File: src/rtl/calc_pkg.sv
// rtl/calc_pkg.sv - shared opcodes, digit codes, FSM encodings and BCD helper for calc_sequencer
package calc_pkg;

    localparam logic [1:0] OP_ADD = 2'd0;
    localparam logic [1:0] OP_SUB = 2'd1;
    localparam logic [1:0] OP_MUL = 2'd2;

    localparam logic [3:0] DIG_MINUS = 4'd10;
    localparam logic [3:0] DIG_BLANK = 4'd11;

    localparam logic [2:0] ST_IDLE  = 3'd0;
    localparam logic [2:0] ST_LATCH = 3'd1;
    localparam logic [2:0] ST_EXEC  = 3'd2;
    localparam logic [2:0] ST_CONV  = 3'd3;
    localparam logic [2:0] ST_DONE  = 3'd4;

    // Double-dabble correction: a digit of 5 or more would overflow after the shift.
    function automatic logic [3:0] dd_adjust(input logic [3:0] d);
        return (d >= 4'd5) ? d + 4'd3 : d;
    endfunction

endpackage

File: src/rtl/key_debounce.sv
// rtl/key_debounce.sv - synchronise and debounce one active-low key, emit a one-cycle press pulse
module key_debounce #(
    parameter int DEB_CYCLES = 50000
) (
    input  logic clk_i,
    input  logic rst_ni,
    input  logic key_ni,
    output logic level_o,
    output logic press_o
);
    localparam int CW = $clog2(DEB_CYCLES + 1);

    logic          sync1_q, sync2_q;
    logic          level_q, level_d;
    logic          press_q, press_d;
    logic [CW-1:0] cnt_q, cnt_d;

    // Count consecutive cycles the synchronised key disagrees with the debounced level.
    always_comb begin
        level_d = level_q;
        press_d = 1'b0;
        cnt_d   = '0;
        if (sync2_q != level_q) begin
            if (cnt_q == CW'(DEB_CYCLES - 1)) begin
                level_d = sync2_q;
                press_d = ~sync2_q;
            end else begin
                cnt_d = cnt_q + CW'(1);
            end
        end
    end

    // Synchroniser and debounce state; keys read as released out of reset.
    always_ff @(posedge clk_i or negedge rst_ni) begin
        if (!rst_ni) begin
            sync1_q <= 1'b1;
            sync2_q <= 1'b1;
            level_q <= 1'b1;
            press_q <= 1'b0;
            cnt_q   <= '0;
        end else begin
            sync1_q <= key_ni;
            sync2_q <= sync1_q;
            level_q <= level_d;
            press_q <= press_d;
            cnt_q   <= cnt_d;
        end
    end

    assign level_o = level_q;
    assign press_o = press_q;

endmodule

File: src/rtl/calc_sequencer.sv
// rtl/calc_sequencer.sv - key-driven add/sub/multiply sequencer with BCD digit output; CALC_LZB_EN enables leading-zero blanking
module calc_sequencer
    import calc_pkg::*;
#(
    parameter int W          = 5,
    parameter int DEB_CYCLES = 50000
) (
    input  logic           CLOCK_50,
    input  logic           RESET_N,
    input  logic [2*W-1:0] SW,
    input  logic [2:0]     KEY,
    output logic [2*W-1:0] LEDR,
    output logic           NEG,
    output logic           BUSY,
    output logic [3:0]     DIG3,
    output logic [3:0]     DIG2,
    output logic [3:0]     DIG1,
    output logic [3:0]     DIG0
);
    localparam int RW   = 2 * W;
    localparam int CNTW = $clog2(RW + 1);
`ifdef CALC_LZB_EN
    localparam logic [3:0] DIG_RST_HI = DIG_BLANK;
`else
    localparam logic [3:0] DIG_RST_HI = 4'd0;
`endif

    logic [2:0] level, press, press_ev;
    logic       ev_valid;
    logic [1:0] ev_op;

    logic [2:0]      state_q, state_d;
    logic [1:0]      op_q, op_d;
    logic [W-1:0]    a_q, a_d, b_q, b_d, mplier_q, mplier_d;
    logic [RW-1:0]   acc_q, acc_d, mcand_q, mcand_d, acc_sum;
    logic [RW-1:0]   res_q, res_d, sh_q, sh_d, conv_val;
    logic [CNTW-1:0] cnt_q, cnt_d;
    logic [15:0]     bcd_q, bcd_d, bcd_adj, bcd_next;
    logic            neg_q, neg_d, conv_load;
    logic [RW-1:0]   ledr_q, ledr_d;
    logic            neg_out_q, neg_out_d;
    logic [15:0]     dig_q, dig_d;

    for (genvar k = 0; k < 3; k++) begin : g_key
        key_debounce #(.DEB_CYCLES(DEB_CYCLES)) u_deb (
            .clk_i  (CLOCK_50),
            .rst_ni (RESET_N),
            .key_ni (KEY[k]),
            .level_o(level[k]),
            .press_o(press[k])
        );
    end

    // A press is only trusted while its debounced level reads pressed.
    assign press_ev = press & ~level;
    assign ev_valid = |press_ev;
    assign ev_op    = press_ev[0] ? OP_ADD : (press_ev[1] ? OP_SUB : OP_MUL);

    assign acc_sum  = acc_q + (mplier_q[0] ? mcand_q : '0);
    assign bcd_adj  = {dd_adjust(bcd_q[15:12]), dd_adjust(bcd_q[11:8]),
                       dd_adjust(bcd_q[7:4]),   dd_adjust(bcd_q[3:0])};
    assign bcd_next = (bcd_adj << 1) | {15'd0, sh_q[RW-1]};

    // Map BCD digits to display codes; the sign always owns the top digit.
    function automatic logic [15:0] dig_codes(input logic [15:0] bcd, input logic neg);
        logic [15:0] d;
        d = bcd;
`ifdef CALC_LZB_EN
        if (bcd[15:12] == 4'd0) d[15:12] = DIG_BLANK;
        if (bcd[15:8] == 8'd0)  d[11:8]  = DIG_BLANK;
        if (bcd[15:4] == 12'd0) d[7:4]   = DIG_BLANK;
`endif
        if (neg) d[15:12] = DIG_MINUS;
        return d;
    endfunction

    // Sequencer next-state: capture, execute, convert, publish.
    always_comb begin
        state_d   = state_q;
        op_d      = op_q;
        a_d       = a_q;
        b_d       = b_q;
        acc_d     = acc_q;
        mcand_d   = mcand_q;
        mplier_d  = mplier_q;
        cnt_d     = cnt_q;
        res_d     = res_q;
        sh_d      = sh_q;
        bcd_d     = bcd_q;
        neg_d     = neg_q;
        ledr_d    = ledr_q;
        neg_out_d = neg_out_q;
        dig_d     = dig_q;
        conv_load = 1'b0;
        conv_val  = '0;
        case (state_q)
            ST_IDLE, ST_DONE: begin
                if (ev_valid) begin
                    a_d     = SW[2*W-1:W];
                    b_d     = SW[W-1:0];
                    op_d    = ev_op;
                    state_d = ST_LATCH;
                end
            end
            ST_LATCH: begin
                mcand_d  = RW'(a_q);
                mplier_d = b_q;
                acc_d    = '0;
                cnt_d    = '0;
                state_d  = ST_EXEC;
            end
            ST_EXEC: begin
                case (op_q)
                    OP_ADD: begin
                        neg_d     = 1'b0;
                        conv_val  = RW'(a_q) + RW'(b_q);
                        conv_load = 1'b1;
                    end
                    OP_SUB: begin
                        neg_d     = (a_q < b_q);
                        conv_val  = (a_q >= b_q) ? RW'(a_q) - RW'(b_q) : RW'(b_q) - RW'(a_q);
                        conv_load = 1'b1;
                    end
                    default: begin
                        neg_d    = 1'b0;
                        acc_d    = acc_sum;
                        mcand_d  = mcand_q << 1;
                        mplier_d = mplier_q >> 1;
                        cnt_d    = cnt_q + CNTW'(1);
                        if (cnt_q == CNTW'(W - 1)) begin
                            conv_val  = acc_sum;
                            conv_load = 1'b1;
                        end
                    end
                endcase
            end
            ST_CONV: begin
                sh_d  = sh_q << 1;
                bcd_d = bcd_next;
                cnt_d = cnt_q + CNTW'(1);
                if (cnt_q == CNTW'(RW - 1)) begin
                    state_d   = ST_DONE;
                    ledr_d    = res_q;
                    neg_out_d = neg_q;
                    dig_d     = dig_codes(bcd_next, neg_q);
                end
            end
            default: state_d = ST_IDLE;
        endcase
        if (conv_load) begin
            res_d   = conv_val;
            sh_d    = conv_val;
            bcd_d   = '0;
            cnt_d   = '0;
            state_d = ST_CONV;
        end
    end

    // State and datapath registers; reset aborts any operation in flight.
    always_ff @(posedge CLOCK_50 or negedge RESET_N) begin
        if (!RESET_N) begin
            state_q   <= ST_IDLE;
            op_q      <= OP_ADD;
            a_q       <= '0;
            b_q       <= '0;
            acc_q     <= '0;
            mcand_q   <= '0;
            mplier_q  <= '0;
            cnt_q     <= '0;
            res_q     <= '0;
            sh_q      <= '0;
            bcd_q     <= '0;
            neg_q     <= 1'b0;
            ledr_q    <= '0;
            neg_out_q <= 1'b0;
            dig_q     <= {DIG_RST_HI, DIG_RST_HI, DIG_RST_HI, 4'd0};
        end else begin
            state_q   <= state_d;
            op_q      <= op_d;
            a_q       <= a_d;
            b_q       <= b_d;
            acc_q     <= acc_d;
            mcand_q   <= mcand_d;
            mplier_q  <= mplier_d;
            cnt_q     <= cnt_d;
            res_q     <= res_d;
            sh_q      <= sh_d;
            bcd_q     <= bcd_d;
            neg_q     <= neg_d;
            ledr_q    <= ledr_d;
            neg_out_q <= neg_out_d;
            dig_q     <= dig_d;
        end
    end

    assign BUSY = (state_q == ST_LATCH) || (state_q == ST_EXEC) || (state_q == ST_CONV);
    assign LEDR = ledr_q;
    assign NEG  = neg_out_q;
    assign DIG3 = dig_q[15:12];
    assign DIG2 = dig_q[11:8];
    assign DIG1 = dig_q[7:4];
    assign DIG0 = dig_q[3:0];

endmodule
File: config.mk
export PLATFORM = sky130hd
export DESIGN_NAME = calc_sequencer
export DESIGN_NICKNAME = d
export VERILOG_FILES = /design/src/rtl/calc_pkg.sv /design/src/rtl/key_debounce.sv /design/src/rtl/calc_sequencer.sv
export SDC_FILE = /design/constraint.sdc
export NUM_CORES = 1
export LEC_CHECK = 0
export CAP_MARGIN = 40
export CORE_MARGIN = 3
export CORE_UTILIZATION = 35
export CTS_CLUSTER_SIZE = 28
export DETAILED_ROUTE_END_ITERATION = 8
export PLACE_DENSITY = 0.52
export SYNTH_ARGS = -nofsm -noshare
export SYNTH_HDL_FRONTEND = slang
export SYNTH_SLANG_ARGS = --single-unit
File: constraint.sdc
create_clock -name CLOCK_50 -period 3 [get_ports CLOCK_50]
set_input_delay 0.6 -clock CLOCK_50 [delete_from_list [all_inputs] [get_ports CLOCK_50]]
set_output_delay 0.6 -clock CLOCK_50 [all_outputs]
set_load 0.02 [all_outputs]
==> impl_metrics.json, run 1 <==
{
  "die_y_um": 163,
  "yosysSeqAreaShare_pct": 48.7,
  "synthArstFlopShare_pct": 100,
  "clk_pin_slew_ps": 60,
  "comb_power_share_pct": 2.1,
  "wire_per_inst_um": 14.6,
  "endpoint_kind": "output pin",
  "worst_pin_slew_ps": 717,
  "synth_edf_count": 0,
  "power_density_nw_per_um2": 468,
  "switchingPower_mw": 1.04,
  "antenna_found_initial": 0,
  "first_pass_iters": 4,
  "syn_nets": 987,
  "fillers": 2338,
  "ir_drop_uv": 332,
  "cp_max_fo": 9,
  "grt_pass1_vias": 6449,
  "rsz0062_at_grt": "false",
  "ant_nets": 0,
  "portBuffers": 42,
  "fin_nets": 1024,
  "r2r_slack_ps": 430,
  "grt-ovfl-total": 0,
  "hold_viol": 0,
  "place_area_um2": 9450,
  "drt-initial-drc-count": 478,
  "clockBufferDepth": 2,
  "diodes": 0,
  "syn_inst": 930,
  "dp_hpwl_um": 13400,
  "p_int_mw": 3.68,
  "yosys_warnings": 0,
  "grtUsageTotal_pct": 15.3,
  "layout-drive-gt1-share_pct": 8.16,
  "num_vias": 6386,
  "synth.cell_area_um2": 8660,
  "slew_violations": 0,
  "avgSynthCellArea_um2": 9.31,
  "globalplace.congestion": 0.895,
  "totalPowerFinal_mw": 4.71,
  "setup_viol": 0,
  "hold_path_class": "in2async",
  "std_cell_rows": 56,
  "ios": 43,
  "synth_cell_types": 63,
  "routed_wl_um": 18900,
  "drcViolationCount": 0,
  "grt_pass1_wl_um": 33100,
  "cellLeakagePower_nw": 4.56,
  "cp_data_arrival_time_ps": 2130,
  "cts_resized": 0,
  "seq_power_share_pct": 48.6,
  "cts_root_buffer": "clkbuf_16",
  "finalCritPeriodShare_pct": 91.0,
  "status": "finished clean",
  "cts-buffers-inserted": 17,
  "initial_utilization_pct": 36.3,
  "final_cell_count_no_fill": 1299,
  "cts_htree_levels": 4,
  "slew_headroom_pct": 52.2,
  "clock_latency_ps": 430,
  "ys_ff_latch": 168,
  "swShare_pct": 22.0,
  "finalWorstSetupSlack_ps": 271,
  "path_class": "reg2out",
  "hold_ws_ps": 55.2,
  "stdcell_area_um2": 10100,
  "synth_ff_type": "dfrtp_1",
  "dpl.cell_count": 1267,
  "dieArea_um2": 26700,
  "final_util_pct": 42.1,
  "clock_skew_ps": 13.6,
  "pre_cts_ws_ps": 449,
  "area_growth_pct": 16.2,
  "cts_setup_buffers": 0,
  "period_minus_slack_ps": 2730,
  "drt-vias-per-instance": 4.92,
  "fin_tns_setup_ps": 0,
  "cp.required_ps": 2400,
  "max_freq_mhz": 366,
  "core-area_um2": 23900,
  "cts_tree": "built",
  "die_width_um": 163,
  "cp-start-kind": "flip-flop",
  "p_clk_share_pct": 49.3,
  "clkSinkCount": 168,
  "drv_cap": 0,
  "holdBufCountCts": 0,
  "grt_max_degree": 72
}
## area by class of cell
class	instances	area [um^2]	area share, %
flip-flops and latches	168	4220	41.9
repair buffers	58	567	5.63
clock buffers	19	453	4.50
inverters	41	154	1.53
well taps	319	399	3.97
multi-input cells	681	4110	40.8
clock inverters	13	166	1.65
## synthesized netlist by cell type, types with 2 or more instances
cell	n	area [um^2]
dfrtp_1	159	3980
nand2_1	148	556
nor2_1	102	383
o21ai_0	65	325
nand3_1	50	250
inv_1	41	154
ha_1	38	475
a21oi_1	33	165
xor2_1	33	289
xnor2_1	25	219
nor3_1	21	105
a31oi_1	18	113
buf_2	18	90.1
and3_1	17	106
clkbuf_1	16	60.1
nand4_1	13	81.3
nand2b_1	11	68.8
and2_1	10	62.6
dfstp_2	9	236
mux2_2	9	101
mux2i_1	9	90.1
a21o_1	6	45.0
nor3b_1	6	45.0
o21a_1	5	37.5
fa_1	4	80.1
nand3b_1	4	30.0
nor2b_1	4	25.0
nor4b_1	4	35.0
o31ai_1	4	30.0
a32o_1	3	30.0
buf_1	3	11.3
o2111ai_1	3	26.3
or2_2	3	18.8
a211oi_2	2	25.0
buf_4	2	15.0
nor4_1	2	12.5
o211ai_1	2	15.0
o22a_1	2	17.5
or4_1	2	15.0
## kinds of logic after synthesis
kind of cell / count (synthesis) / synth area share, %
xor+xnor: 58 / 5.86
fa+ha+maj: 42 / 6.41
flops: 168 / 48.7
simple gates: 401 / 21.1
buf+inv: 81 / 3.94
mux: 19 / 2.37
compound gates: 161 / 11.7
## power by group through the flow
stage	Sequential [mW]	Combinational (mW)	Clock, mW
3_3_place_gp	2.34	0.102	0
2_1_floorplan	2.33	0.0223	0
3_5_place_dp	2.34	0.102	0
5_1_grt	2.29	0.115	2.49
6_report	2.29	0.0972	2.32
4_1_cts	2.29	0.103	2.39
## state kept, by name, summed over array words and instances (netlist names), 4 cells and up
signal             count
LEDR                  10
res_q                 10
b_q                    5
sh_q                  10
bcd_q                 16
acc_q                 10
cnt_q                  4
a_q                    5
dig_q                 16
mplier_q               5
g_key.u_deb.cnt_q     48
mcand_q               10
## worst paths after layout
path | startpoint | end | cells past startpoint
min | RESET_N | g_key[1].u_deb.cnt_q[12] | 1
min in group CLOCK_50 | g_key[1].u_deb.sync1_q | g_key[1].u_deb.sync2_q | 0
max in group asynchronous | RESET_N | g_key[0].u_deb.sync2_q | 2
min reg2reg | g_key[1].u_deb.sync1_q | g_key[1].u_deb.sync2_q | 0
max reg2reg | a_q[0] | res_q[2] | 10
max | state_q[0] | BUSY | 4
## per-layer routing
metal,share of wire [%],up-vias,global-route usage (%)
li1,-,3246,-
met1,51,3046,21.7
met2,45,81,24.2
met3,2.7,13,2.38
met4,1.2,0,4.69
met5,0,-,0
## placed cells by master (no fill, tap or decap), types with 5 or more instances in the layout
cell type	n
inv_1	41
a21o_1	6
clkbuf_16	17
and2_1	10
a31oi_1	18
nor2_1	102
nand2_1	148
xor2_1	33
nand2b_1	11
o21ai_0	65
mux2_2	9
clkdlybuf4s50_1	41
mux2i_1	9
dfstp_2	9
dfrtp_1	159
a21oi_1	33
nor3b_1	6
and3_1	17
nor3_1	20
nand4_1	13
nand3_1	50
o21a_1	5
ha_1	38
xnor2_1	25
buf_4	14
## critical path, cell delays in order (launching register included)
cell             delay (ps)
dfrtp_1                 510
nor2_1                  130
or2_2                   310
inv_1                   120
clkdlybuf4s50_1         630
Note: power is estimated with default switching activity, not from simulation.
==> run 2, diff against run 1 <==
- CORE_UTILIZATION: 35 -> 25
- PLACE_DENSITY: 0.52 -> 0.41
==> impl_metrics.json, run 2 (synthesis results as in run 1) <==
{
  "status": "finished clean",
  "core-area_um2": 33900,
  "endpoint_kind": "output pin",
  "cp_max_fo": 10,
  "finalCritPeriodShare_pct": 92.5,
  "multi_input_area_um2": 4110,
  "first_pass_iters": 4,
  "fin_nets": 1027,
  "grt-ovfl-total": 0,
  "cts_htree_levels": 4,
  "final_common_cell": "dfrtp_1",
  "cts_root_buffer": "clkbuf_16",
  "grt_max_degree": 67,
  "die_width_um": 192,
  "hold_path_class": "in2async",
  "rsz0062_at_grt": "false",
  "holdBufCountCts": 0,
  "ant_nets": 0,
  "drt-initial-drc-count": 442,
  "cts_tree": "built",
  "reg.largest.list": "g_key.u_deb.cnt_q x48, bcd_q x16, dig_q x16",
  "worst_pin_slew_ps": 804,
  "final_util_pct": 30.1,
  "portBuffers": 42,
  "layout-drive-gt1-share_pct": 8.34,
  "globalplace.congestion": 0.778,
  "clock_skew_ps": 10.9,
  "fin_tns_setup_ps": 0,
  "area_growth_pct": 17.8,
  "grt_pass1_wl_um": 35100,
  "crit_family": "buffers and inverters",
  "clkSinkCount": 168,
  "path_buf_inv": 2,
  "routed_wl_um": 20800,
  "ff_latch_area_um2": 4220,
  "period_minus_slack_ps": 2770,
  "cp_slowest_cell": "clkdlybuf4s50_1",
  "cts_setup_buffers": 0,
  "ios": 43,
  "most-common-layout-cells": "dfrtp_1, nand2_1, nor2_1, o21ai_0, nand3_1",
  "grtUsageTotal_pct": 11.9,
  "cp_data_arrival_time_ps": 2170,
  "cpPeakStageDelay_ps": 650,
  "cts-buffers-inserted": 17,
  "cp.required_ps": 2400,
  "hold_viol": 0,
  "drcViolationCount": 0,
  "clk_pin_slew_ps": 70,
  "antenna_found_initial": 0,
  "slew_violations": 0,
  "crit_path_cell_trace": "nor2_1, or2_2, inv_1, clkdlybuf4s50_1",
  "dieArea_um2": 36900,
  "die_y_um": 192,
  "path_class": "reg2out",
  "drt-vias-per-instance": 4.48,
  "drv_cap": 0,
  "power_density_nw_per_um2": 447,
  "slew_headroom_pct": 46.4,
  "max_freq_mhz": 360,
  "clockBufferDepth": 2,
  "num_vias": 6414,
  "cp-start-kind": "flip-flop",
  "largest_register_ffs": 48,
  "std_cell_rows": 67,
  "diodes": 0,
  "cellLeakagePower_nw": 4.54,
  "setup_viol": 0,
  "grt_pass1_vias": 6528,
  "fillers": 3650,
  "dp_hpwl_um": 14900,
  "ir_drop_uv": 368,
  "wire_per_inst_um": 14.6,
  "initial_utilization_pct": 25.6,
  "cts_resized": 0,
  "top_register": "g_key.u_deb.cnt_q",
  "clock_latency_ps": 430
}
-- run 2: changes by cell type in the layout (fill, tap and decap cells not counted) --
cell,before,now
buf_4,14,17
bufinv_16,3,1
clkbuf_1,0,1
clkinv_2,2,1
clkinv_4,1,0
clkinvlp_4,3,6
-- run 2: final cells by class --
class	instances	share of cell area, %
multi-input cells	681	40.3
inverters	41	1.51
well taps	448	5.49
clock inverters	12	1.13
clock buffers	20	4.48
flip-flops and latches	168	41.3
repair buffers	61	5.78
-- run 2: through the flow --
stage               power (mW)  hold slack (ps)  instance area (um^2)  setup WS (ps)  std cells
floorplan                 2.36              304                  8660            671        930
global placement          2.44              346                  9630            503       1399
detailed placement        2.44              347                  9630            438       1399
CTS                       4.66              185                 10200            196       1431
global route              4.77              205                 10200           85.9       1431
finish                    4.56              168                 10200            226       1431
-- run 2: report_power, final --
group,internal [mW],switching (mW),total (mW)
Sequential,2.28,0.0112,2.29
Combinational,0.0343,0.0666,0.101
Clock,1.20,0.971,2.17
Total,3.51,1.05,4.56
-- run 2: worst register-to-register path, stage by stage (launching register included) --
cell	delay (ps)
dfrtp_1	410
inv_1	100
ha_1	170
inv_1	60
fa_1	420
a211oi_2	240
o221a_2	350
mux2i_1	120
mux2i_2	230
mux2i_1	210
o311ai_0	130
-- run 2: final timing paths --
path                                             start                      to  slack, ps  depth (start not counted)
worst max-delay path                        state_q[1]                    BUSY        230                          4
worst min-delay path                           RESET_N              mcand_q[0]        170                          1
worst max register to register                  a_q[0]                res_q[2]        400                         10
worst min register to register  g_key[0].u_deb.sync1_q  g_key[0].u_deb.sync2_q        350                          0
max in group asynchronous                      RESET_N                cnt_q[3]       2010                          2
min in group CLOCK_50           g_key[0].u_deb.sync1_q  g_key[0].u_deb.sync2_q        350                          0
-- run 2: layer usage --
layer  vias up  GRT usage, %  part of all wire (%)
met4         0          3.33                   1.2
met5         -             0                     0
met3        16          2.37                   2.6
met1      3090          16.1                    49
li1       3248             -                     -
met2        60          19.5                    47
